`config.mk`:
```
export PLATFORM = sky130hd
export DESIGN_NAME = aes_key_expander
export DESIGN_NICKNAME = d
export VERILOG_FILES = /design/src/rtl/aes_key_expander_pkg.sv /design/src/rtl/aes_sub_word.sv /design/src/rtl/aes_key_expander.sv
export SDC_FILE = /design/constraint.sdc
export NUM_CORES = 2
export LEC_CHECK = 0
export ABC_AREA = 1
export ABC_CLOCK_PERIOD_IN_PS = 4100
export BUFFER_PORTS_ARGS = -buffer_cell sky130_fd_sc_hd__buf_2
export CORE_UTILIZATION = 46
export CTS_BUF_LIST = sky130_fd_sc_hd__clkbuf_4 sky130_fd_sc_hd__clkbuf_8 sky130_fd_sc_hd__clkbuf_16
export DETAILED_ROUTE_END_ITERATION = 10
export PLACE_DENSITY = 0.66
export SLEW_MARGIN = 20
export SYNTH_ARGS = -nofsm -noshare
export SYNTH_HDL_FRONTEND = slang
export SYNTH_SLANG_ARGS = --single-unit
```
`constraint.sdc`:
```
create_clock -name clock -period 4.1 [get_ports clock]
set_clock_uncertainty 0.2 [all_clocks]
set_input_delay 1.23 -clock clock [delete_from_list [all_inputs] [get_ports clock]]
set_output_delay 1.23 -clock clock [all_outputs]
set_load 0.02 [all_outputs]
```
`src/rtl/aes_key_expander_pkg.sv`:
```
// Shared types, constants and helpers for the AES key-schedule engine.
// Optional feature macro: AES_KEY_EXP_INV_EN (InvMixColumns helpers live here unconditionally).
package aes_key_expander_pkg;

  typedef logic [31:0] word_t;

  typedef enum logic [1:0] {
    KEY128 = 2'd0,
    KEY192 = 2'd1,
    KEY256 = 2'd2
  } keyMode_t;

  typedef enum logic [1:0] {
    KX_IDLE  = 2'd0,
    KX_GEN   = 2'd1,
    KX_DRAIN = 2'd2
  } kx_state_t;

  localparam logic [7:0] RCON [1:10] = '{
    8'h01, 8'h02, 8'h04, 8'h08, 8'h10, 8'h20, 8'h40, 8'h80, 8'h1b, 8'h36
  };

  localparam logic [7:0] SBOX [256] = '{
    8'h63,8'h7c,8'h77,8'h7b,8'hf2,8'h6b,8'h6f,8'hc5,8'h30,8'h01,8'h67,8'h2b,8'hfe,8'hd7,8'hab,8'h76,
    8'hca,8'h82,8'hc9,8'h7d,8'hfa,8'h59,8'h47,8'hf0,8'had,8'hd4,8'ha2,8'haf,8'h9c,8'ha4,8'h72,8'hc0,
    8'hb7,8'hfd,8'h93,8'h26,8'h36,8'h3f,8'hf7,8'hcc,8'h34,8'ha5,8'he5,8'hf1,8'h71,8'hd8,8'h31,8'h15,
    8'h04,8'hc7,8'h23,8'hc3,8'h18,8'h96,8'h05,8'h9a,8'h07,8'h12,8'h80,8'he2,8'heb,8'h27,8'hb2,8'h75,
    8'h09,8'h83,8'h2c,8'h1a,8'h1b,8'h6e,8'h5a,8'ha0,8'h52,8'h3b,8'hd6,8'hb3,8'h29,8'he3,8'h2f,8'h84,
    8'h53,8'hd1,8'h00,8'hed,8'h20,8'hfc,8'hb1,8'h5b,8'h6a,8'hcb,8'hbe,8'h39,8'h4a,8'h4c,8'h58,8'hcf,
    8'hd0,8'hef,8'haa,8'hfb,8'h43,8'h4d,8'h33,8'h85,8'h45,8'hf9,8'h02,8'h7f,8'h50,8'h3c,8'h9f,8'ha8,
    8'h51,8'ha3,8'h40,8'h8f,8'h92,8'h9d,8'h38,8'hf5,8'hbc,8'hb6,8'hda,8'h21,8'h10,8'hff,8'hf3,8'hd2,
    8'hcd,8'h0c,8'h13,8'hec,8'h5f,8'h97,8'h44,8'h17,8'hc4,8'ha7,8'h7e,8'h3d,8'h64,8'h5d,8'h19,8'h73,
    8'h60,8'h81,8'h4f,8'hdc,8'h22,8'h2a,8'h90,8'h88,8'h46,8'hee,8'hb8,8'h14,8'hde,8'h5e,8'h0b,8'hdb,
    8'he0,8'h32,8'h3a,8'h0a,8'h49,8'h06,8'h24,8'h5c,8'hc2,8'hd3,8'hac,8'h62,8'h91,8'h95,8'he4,8'h79,
    8'he7,8'hc8,8'h37,8'h6d,8'h8d,8'hd5,8'h4e,8'ha9,8'h6c,8'h56,8'hf4,8'hea,8'h65,8'h7a,8'hae,8'h08,
    8'hba,8'h78,8'h25,8'h2e,8'h1c,8'ha6,8'hb4,8'hc6,8'he8,8'hdd,8'h74,8'h1f,8'h4b,8'hbd,8'h8b,8'h8a,
    8'h70,8'h3e,8'hb5,8'h66,8'h48,8'h03,8'hf6,8'h0e,8'h61,8'h35,8'h57,8'hb9,8'h86,8'hc1,8'h1d,8'h9e,
    8'he1,8'hf8,8'h98,8'h11,8'h69,8'hd9,8'h8e,8'h94,8'h9b,8'h1e,8'h87,8'he9,8'hce,8'h55,8'h28,8'hdf,
    8'h8c,8'ha1,8'h89,8'h0d,8'hbf,8'he6,8'h42,8'h68,8'h41,8'h99,8'h2d,8'h0f,8'hb0,8'h54,8'hbb,8'h16
  };

  function automatic logic [3:0] nk_of(input keyMode_t m);
    case (m)
      KEY128:  return 4'd4;
      KEY192:  return 4'd6;
      default: return 4'd8;
    endcase
  endfunction

  function automatic logic [3:0] nr_of(input keyMode_t m);
    case (m)
      KEY128:  return 4'd10;
      KEY192:  return 4'd12;
      default: return 4'd14;
    endcase
  endfunction

  // Out-of-range index (only reachable while key words are still loading) yields 0
  function automatic logic [7:0] rcon_of(input logic [3:0] r);
    if (r >= 4'd1 && r <= 4'd10) return RCON[r];
    return 8'h00;
  endfunction

  function automatic logic [7:0] xt(input logic [7:0] b);
    return {b[6:0], 1'b0} ^ (b[7] ? 8'h1b : 8'h00);
  endfunction

  function automatic logic [7:0] gmul9(input logic [7:0] b);
    return xt(xt(xt(b))) ^ b;
  endfunction

  function automatic logic [7:0] gmul11(input logic [7:0] b);
    return xt(xt(xt(b))) ^ xt(b) ^ b;
  endfunction

  function automatic logic [7:0] gmul13(input logic [7:0] b);
    return xt(xt(xt(b))) ^ xt(xt(b)) ^ b;
  endfunction

  function automatic logic [7:0] gmul14(input logic [7:0] b);
    return xt(xt(xt(b))) ^ xt(xt(b)) ^ xt(b);
  endfunction

  function automatic word_t inv_mix_col(input word_t c);
    logic [7:0] a0, a1, a2, a3;
    {a0, a1, a2, a3} = c;
    return {gmul14(a0) ^ gmul11(a1) ^ gmul13(a2) ^ gmul9(a3),
            gmul9(a0)  ^ gmul14(a1) ^ gmul11(a2) ^ gmul13(a3),
            gmul13(a0) ^ gmul9(a1)  ^ gmul14(a2) ^ gmul11(a3),
            gmul11(a0) ^ gmul13(a1) ^ gmul9(a2)  ^ gmul14(a3)};
  endfunction

  function automatic logic [127:0] inv_mix_cols(input logic [127:0] k);
    logic [127:0] r;
    for (int g = 0; g < 4; g++) r[32*g +: 32] = inv_mix_col(k[32*g +: 32]);
    return r;
  endfunction

endpackage

```
`src/rtl/aes_sub_word.sv`:
```
// SubWord: four parallel S-box lanes on one schedule word.
module aes_sub_word
  import aes_key_expander_pkg::*;
#(
  parameter int NUM_LANES = 4
) (
  input  word_t din,
  output word_t dout
);

  logic [NUM_LANES-1:0][7:0] din_b, dout_b;

  assign din_b = din;
  assign dout  = dout_b;

  for (genvar g = 0; g < NUM_LANES; g++) begin : g_lane
    assign dout_b[g] = SBOX[din_b[g]];
  end

endmodule

```
`src/rtl/aes_key_expander.sv`:
```
// Iterative AES key schedule: one word per cycle, round keys streamed over valid/ready.
// Optional feature macro: AES_KEY_EXP_INV_EN adds keyInverse (equivalent-inverse schedule).
module aes_key_expander
  import aes_key_expander_pkg::*;
#(
  parameter int MAX_KEY_BITS = 256,
  parameter int MAX_NK       = MAX_KEY_BITS / 32
) (
  input  logic                    clock,
  input  logic                    reset_n,
  input  logic                    keyValid,
  output logic                    keyReady,
  input  logic [1:0]              keyMode,
  input  logic [MAX_KEY_BITS-1:0] keyIn,
`ifdef AES_KEY_EXP_INV_EN
  input  logic                    keyInverse,
`endif
  output logic                    keyError,
  output logic                    rkValid,
  input  logic                    rkReady,
  output logic [3:0]              rkIndex,
  output logic [127:0]            roundKey,
  output logic                    rkLast
);

  localparam int IW = $clog2(MAX_NK);

  kx_state_t st, st_nxt;

  logic [3:0]              nk_r, nr_r, r_r;
  logic [5:0]              i_r;
  logic [2:0]              m_r;
  logic [MAX_KEY_BITS-1:0] key_r;
  word_t                   win [MAX_NK];
  logic                    err_r;
`ifdef AES_KEY_EXP_INV_EN
  logic                    inv_r;
`endif

  logic         out_vld, buf_vld;
  logic [3:0]   out_idx, buf_idx;
  logic [127:0] out_key, buf_key;

  logic         accept, mode_ok, stall, prod, last_word, grp_done, out_free;
  logic [IW-1:0] nk_m1;
  logic [5:0]   w_tot;
  word_t        w_prev, sub_in, sub_out, temp, w_new;
  logic [3:0]   grp_idx;
  logic [127:0] grp_raw, grp_key;

  assign accept  = (st == KX_IDLE) && keyValid;
  assign mode_ok = (keyMode != 2'd3) &&
                   (32 * int'(nk_of(keyMode_t'(keyMode))) <= MAX_KEY_BITS);

  // Stall only when the output is blocked and the spare group slot is occupied
  assign stall     = out_vld && !rkReady && buf_vld;
  assign prod      = (st == KX_GEN) && !stall;
  assign nk_m1     = IW'(nk_r - 4'd1);
  assign w_tot     = ({2'b00, nr_r} + 6'd1) << 2;
  assign last_word = (i_r == w_tot - 6'd1);

  // One S-box block serves both the rotated (i mod Nk == 0) and plain paths
  assign w_prev = win[0];
  assign sub_in = (m_r == 3'd0) ? {w_prev[23:0], w_prev[31:24]} : w_prev;

  aes_sub_word u_sub (
    .din  (sub_in),
    .dout (sub_out)
  );

  // Next schedule word: key words first, then the recurrence
  always_comb begin
    temp = w_prev;
    if (m_r == 3'd0)                           temp = sub_out ^ {rcon_of(r_r), 24'h0};
    else if (nk_r == 4'd8 && m_r == 3'd4)      temp = sub_out;
    w_new = (r_r == 4'd0) ? key_r[MAX_KEY_BITS-1 -: 32] : (win[nk_m1] ^ temp);
  end

  // A group closes on every fourth word; the three older words sit in the window
  assign grp_done = prod && (i_r[1:0] == 2'b11);
  assign grp_idx  = i_r[5:2];
  assign grp_raw  = {win[2], win[1], win[0], w_new};
`ifdef AES_KEY_EXP_INV_EN
  assign grp_key  = (inv_r && grp_idx != 4'd0 && grp_idx != nr_r) ? inv_mix_cols(grp_raw) : grp_raw;
`else
  assign grp_key  = grp_raw;
`endif

  // FSM state register
  always_ff @(posedge clock or negedge reset_n) begin
    if (!reset_n) st <= KX_IDLE;
    else          st <= st_nxt;
  end

  // FSM next state
  always_comb begin
    st_nxt = st;
    case (st)
      KX_IDLE:  if (accept && mode_ok)               st_nxt = KX_GEN;
      KX_GEN:   if (prod && last_word)               st_nxt = KX_DRAIN;
      KX_DRAIN: if (out_vld && rkReady && !buf_vld)  st_nxt = KX_IDLE;
      default:                                       st_nxt = KX_IDLE;
    endcase
  end

  // Request capture, word counters and the sliding word window
  always_ff @(posedge clock or negedge reset_n) begin
    if (!reset_n) begin
      nk_r  <= '0;
      nr_r  <= '0;
      r_r   <= '0;
      i_r   <= '0;
      m_r   <= '0;
      key_r <= '0;
      err_r <= 1'b0;
`ifdef AES_KEY_EXP_INV_EN
      inv_r <= 1'b0;
`endif
      for (int k = 0; k < MAX_NK; k++) win[k] <= '0;
    end else begin
      err_r <= accept && !mode_ok;
      if (accept && mode_ok) begin
        nk_r  <= nk_of(keyMode_t'(keyMode));
        nr_r  <= nr_of(keyMode_t'(keyMode));
        key_r <= keyIn;
        i_r   <= '0;
        m_r   <= '0;
        r_r   <= '0;
`ifdef AES_KEY_EXP_INV_EN
        inv_r <= keyInverse;
`endif
      end else if (prod) begin
        i_r   <= i_r + 6'd1;
        key_r <= key_r << 32;
        if ({1'b0, m_r} == nk_r - 4'd1) begin
          m_r <= '0;
          r_r <= r_r + 4'd1;
        end else begin
          m_r <= m_r + 3'd1;
        end
        win[0] <= w_new;
        for (int k = 1; k < MAX_NK; k++) win[k] <= win[k-1];
      end
    end
  end

  assign out_free = !out_vld || rkReady;

  // Output register plus one spare group; spare drains into output on accept
  always_ff @(posedge clock or negedge reset_n) begin
    if (!reset_n) begin
      out_vld <= 1'b0;
      out_idx <= '0;
      out_key <= '0;
      buf_vld <= 1'b0;
      buf_idx <= '0;
      buf_key <= '0;
    end else if (out_free) begin
      if (buf_vld) begin
        out_vld <= 1'b1;
        out_idx <= buf_idx;
        out_key <= buf_key;
        buf_vld <= grp_done;
        if (grp_done) begin
          buf_idx <= grp_idx;
          buf_key <= grp_key;
        end
      end else begin
        out_vld <= grp_done;
        if (grp_done) begin
          out_idx <= grp_idx;
          out_key <= grp_key;
        end
      end
    end else if (grp_done) begin
      buf_vld <= 1'b1;
      buf_idx <= grp_idx;
      buf_key <= grp_key;
    end
  end

  assign keyReady = (st == KX_IDLE);
  assign keyError = err_r;
  assign rkValid  = out_vld;
  assign rkIndex  = out_idx;
  assign roundKey = out_key;
  assign rkLast   = out_vld && (out_idx == nr_r);

endmodule

```
==> impl_metrics.csv <==
group,metric,value,unit
synthesis,synth_top_family_by_area,"simple AND/OR/NAND/NOR gates",
cts,cts_sinks,800,
place,gp_congestion,1.05,
place,dp_hpwl,151,mm
synthesis,synth-xor-area-share,0,%
routing,top_layer,"met5",
global_route,grt.total_usage,39.3,%
global_route,grt_overflow,0,
synthesis,async_flop_share,100,%
final_layout,finalNonFillerCells,8507,
final_layout,drive_gt1_share,17.7,%
critical_path,reg2reg_depth,24,
synthesis,synth_adder_area_share,1.16,%
synthesis,synth_warnings,0,
synthesis,ys_seq_area_share,43.3,%
die,die-area,102000,um2
critical_path,reg2reg_to,"roundKey[19]",
timing,fin_crit,3.98,ns
cts,cts_hold_buffers,0,
final_layout,filler_cell_count,9328,
critical_path,worstPathArrival,4.41,ns
synthesis,ys.flop_type,"dfrtp_1",
synthesis,synth_nets,6850,
cts,clkTransAtPathRegs,0.07,ns
place,port_buffers,397,
timing,hold_viol,0,
critical_path,startpoint_type,"flop",
final_layout,design_area,56200,um2
routing,wl_met3,19.3,mm
run,cap_violations,0,
timing,maxSlewHeadroom,24.2,%
critical_path,crit_buf_inv,7,
global_route,antenna_found_initial,14,
critical_path,rrSetupSlack,0.12,ns
synthesis,ys_ff_latch,800,
timing,tightest_slew,1.14,ns
die,die_height,319,um
place,place_ws,-0.0970,ns
die,die_x,319,um
final_layout,fin_nets,7446,
timing,fin_ws,0.123,ns
final_layout,utilization,56.8,%
synthesis,syn_inst,6545,
timing,setup-violations-final,0,
worst_hold_path,hold_depth,2,
timing,finalCritPeriodShare,97.0,%
worst_hold_path,worstHoldPathType,"flop to flop",
timing,timing.fmax,251,MHz
final_layout,multi_input_area,23000,um2
critical_path,criticalPathCategory,"flop to flop",
die,io_pins,398,
routing,wl_met2,91.4,mm
synthesis,syn-cell-area,46200,um2
global_route,grt_max_degree,233,
critical_path,r2r_start,"m_r[1]",
synthesis,synth_mux_area_share,0,%
cts,clock_path_buffers,3,
worst_hold_path,hold_path_end,"roundKey[7]",
die,coreArea,99000,um2
critical_path,critPathTopFamily,"simple AND/OR/NAND/NOR gates",
critical_path,cp_cell_sequence,"inv_1 > ha_4 > buf_4 > nand2_8 > buf_6 > buf_4 > o21ai_4 > buf_4 > ha_2 > buf_4 > inv_1 > nor2_2 > nor2_1 > o21ai_1 > nand3_1 > nand3_1 > nand3_1 > nand3_1 > nand2_1 > nand2_1 > nand3_2 > nand3_1 > nand2_1 > nand2_1",
routing,post-route-drc-count,0,
critical_path,cp_max_fo,11,
die,start_util,46.7,%
place,dp.cells,8327,
synthesis,synth_compound_gate_area_share,13.4,%
synthesis,synth_edf_count,0,
final_layout,regArea,20000,um2
critical_path,critPathMaxStageDelay,0.38,ns
synthesis,synth-simple-area-share,34.2,%
routing,detail_route.iter0.violations,6467,
critical_path,worst_path_max_delay_cell,"dfrtp_1",
synthesis,synth_cell_types,46,
cts,cts_buffers,85,
routing,vias,50300,
cts,htreeDepth,3,
cts,cts_tree,"built",
worst_hold_path,hold_start,"roundKey[7]",
critical_path,cp_common_cell,"nand3_1",
routing,routed_wl,204,mm
synthesis,syn_avg_cell_area,7.06,um2
global_route,grt_pass1_vias,47400,
run_status,run_status,"completed",
place,post_dp_cell_area,52700,um2
final_layout,syn2layout_area_growth,21.6,%
routing,antenna_left,0,
routing,drt-vias-per-instance,5.92,
cts,clk_latency,0.69,ns
routing,wl_per_cell,24.0,um
cts,ctsRootBufferMaster,"clkbuf_16",
critical_path,cp.required,4.53,ns
critical_path,endpoint_kind,"flop",
routing,drtPass1Iterations,9,
routing,met1Wirelength,81.5,mm
die,rows,115,
timing,slew_violations,0,
global_route,grt_pass1_wl,303,mm
-- cell type report --
cell class                 count  share of cell area (%)
clock inverter                40                   0.986
multi-input combinational   4867                    40.9
sequential                   800                    35.6
antenna                        9                  0.0401
timing repair buffer         937                    12.2
tap                         1287                    2.86
inverter                     450                    3.05
clock buffer                 117                    4.39
-- worst reg2reg max path: stages (launching register included) --
cell and delay, ns:
dfrtp_1 0.38, inv_1 0.12, ha_4 0.17, buf_4 0.14, nand2_8 0.10, buf_6 0.18
buf_4 0.17, o21ai_4 0.25, buf_4 0.16, ha_2 0.22, buf_4 0.13, inv_1 0.05
nor2_2 0.17, nor2_1 0.07, o21ai_1 0.34, nand3_1 0.13, nand3_1 0.09, nand3_1 0.06
nand3_1 0.19, nand2_1 0.08, nand2_1 0.11, nand3_2 0.14, nand3_1 0.13, nand2_1 0.07
nand2_1 0.06
-- cell usage after synthesis (all sizes together) (3+ instances only) --
cell type	n	area share (%)
nand2	2323	19
nand3	1137	12
dfrtp	800	43
o21ai	575	6.5
inv	443	3.6
clkbuf	277	2.2
nor2	270	2.2
o211ai	158	2.6
buf	152	2.0
a21oi	136	1.5
a31oi	128	1.7
ha	43	1.2
a32oi	32	0.61
o22ai	20	0.27
or2	10	0.14
nand3b	8	0.13
clkinv	7	0.057
nand4	7	0.095
nor3	6	0.076
o221ai	3	0.057
-- flip-flops by register name, indices dropped and copies added (netlist names), 6 cells and up --
register	count
buf_key	128
win	160
i_r	6
roundKey	128
key_r	256
grp_key	64
w_prev	32
-- kinds of logic (layout without fill, tap and decap cells) --
kind of cell | after synthesis | count (layout)
other | 0 | 9
AO/OA/AOI/OAI | 1062 | 1062
flip-flops | 800 | 800
adder cells (fa/ha/maj) | 43 | 43
buffers and inverters | 879 | 1544
AND/OR/NAND/NOR | 3761 | 3762
-- layer usage --
layer  global-route usage (%)  vias to the layer above
met5                        0                        -
met4                     20.6                       12
met2                     60.8                     2732
met1                     52.1                    24200
met3                     7.86                      522
li1                         -                    22900
-- cell usage in the layout (no fill, tap or decap), types with 11 or more instances in the layout --
cell / netlist / final
nor2_1: 265 / 260
clkbuf_8: 0 / 13
ha_1: 43 / 39
dfrtp_1: 800 / 798
clkbuf_4: 0 / 18
nand2_1: 2280 / 2256
nand2_2: 37 / 53
nand2_4: 5 / 13
nand3_2: 3 / 19
buf_4: 32 / 473
inv_2: 17 / 25
a32oi_1: 32 / 32
o21ai_4: 4 / 17
o21ai_1: 65 / 66
a31oi_1: 128 / 128
clkbuf_16: 0 / 88
clkinv_2: 0 / 19
o21ai_2: 18 / 11
buf_12: 2 / 60
buf_2: 86 / 396
o21ai_0: 488 / 481
a21oi_1: 130 / 125
nand3_1: 1134 / 1117
o22ai_1: 20 / 20
o211ai_1: 158 / 158
inv_1: 425 / 414
-- through the flow --
stage	TNS, ns	hold WS [ns]
3_5_place_dp	-0.522	0.263
6_report	0	0.276
4_1_cts	-0.00339	0.280
5_1_grt	-0.282	0.290
3_3_place_gp	-0.779	0.260
2_1_floorplan	0	0.252
-- repair_timing --
action | 4_1_cts | 5_1_grt
gates cloned | 0 | 3
gates resized for setup | 8 | 87
setup buffers | 0 | 11
endpoints found under the setup margin | 17 | 91
pin swaps | 0 | 5
-- how the worst max path moves through the flow --
stage / cells past startpoint / start / to
final: 24 / m_r[1] / roundKey[19]
after floorplan: 22 / m_r[0] / w_prev[30]
after CTS: 19 / m_r[0] / w_prev[16]
after detailed placement: 26 / m_r[0] / roundKey[7]
after global placement: 26 / m_r[0] / roundKey[7]
after global routing: 25 / m_r[1] / buf_key[20]
Power is not shown: default switching activity piles up to over one toggle a cycle in this logic, so the estimate is an artifact.
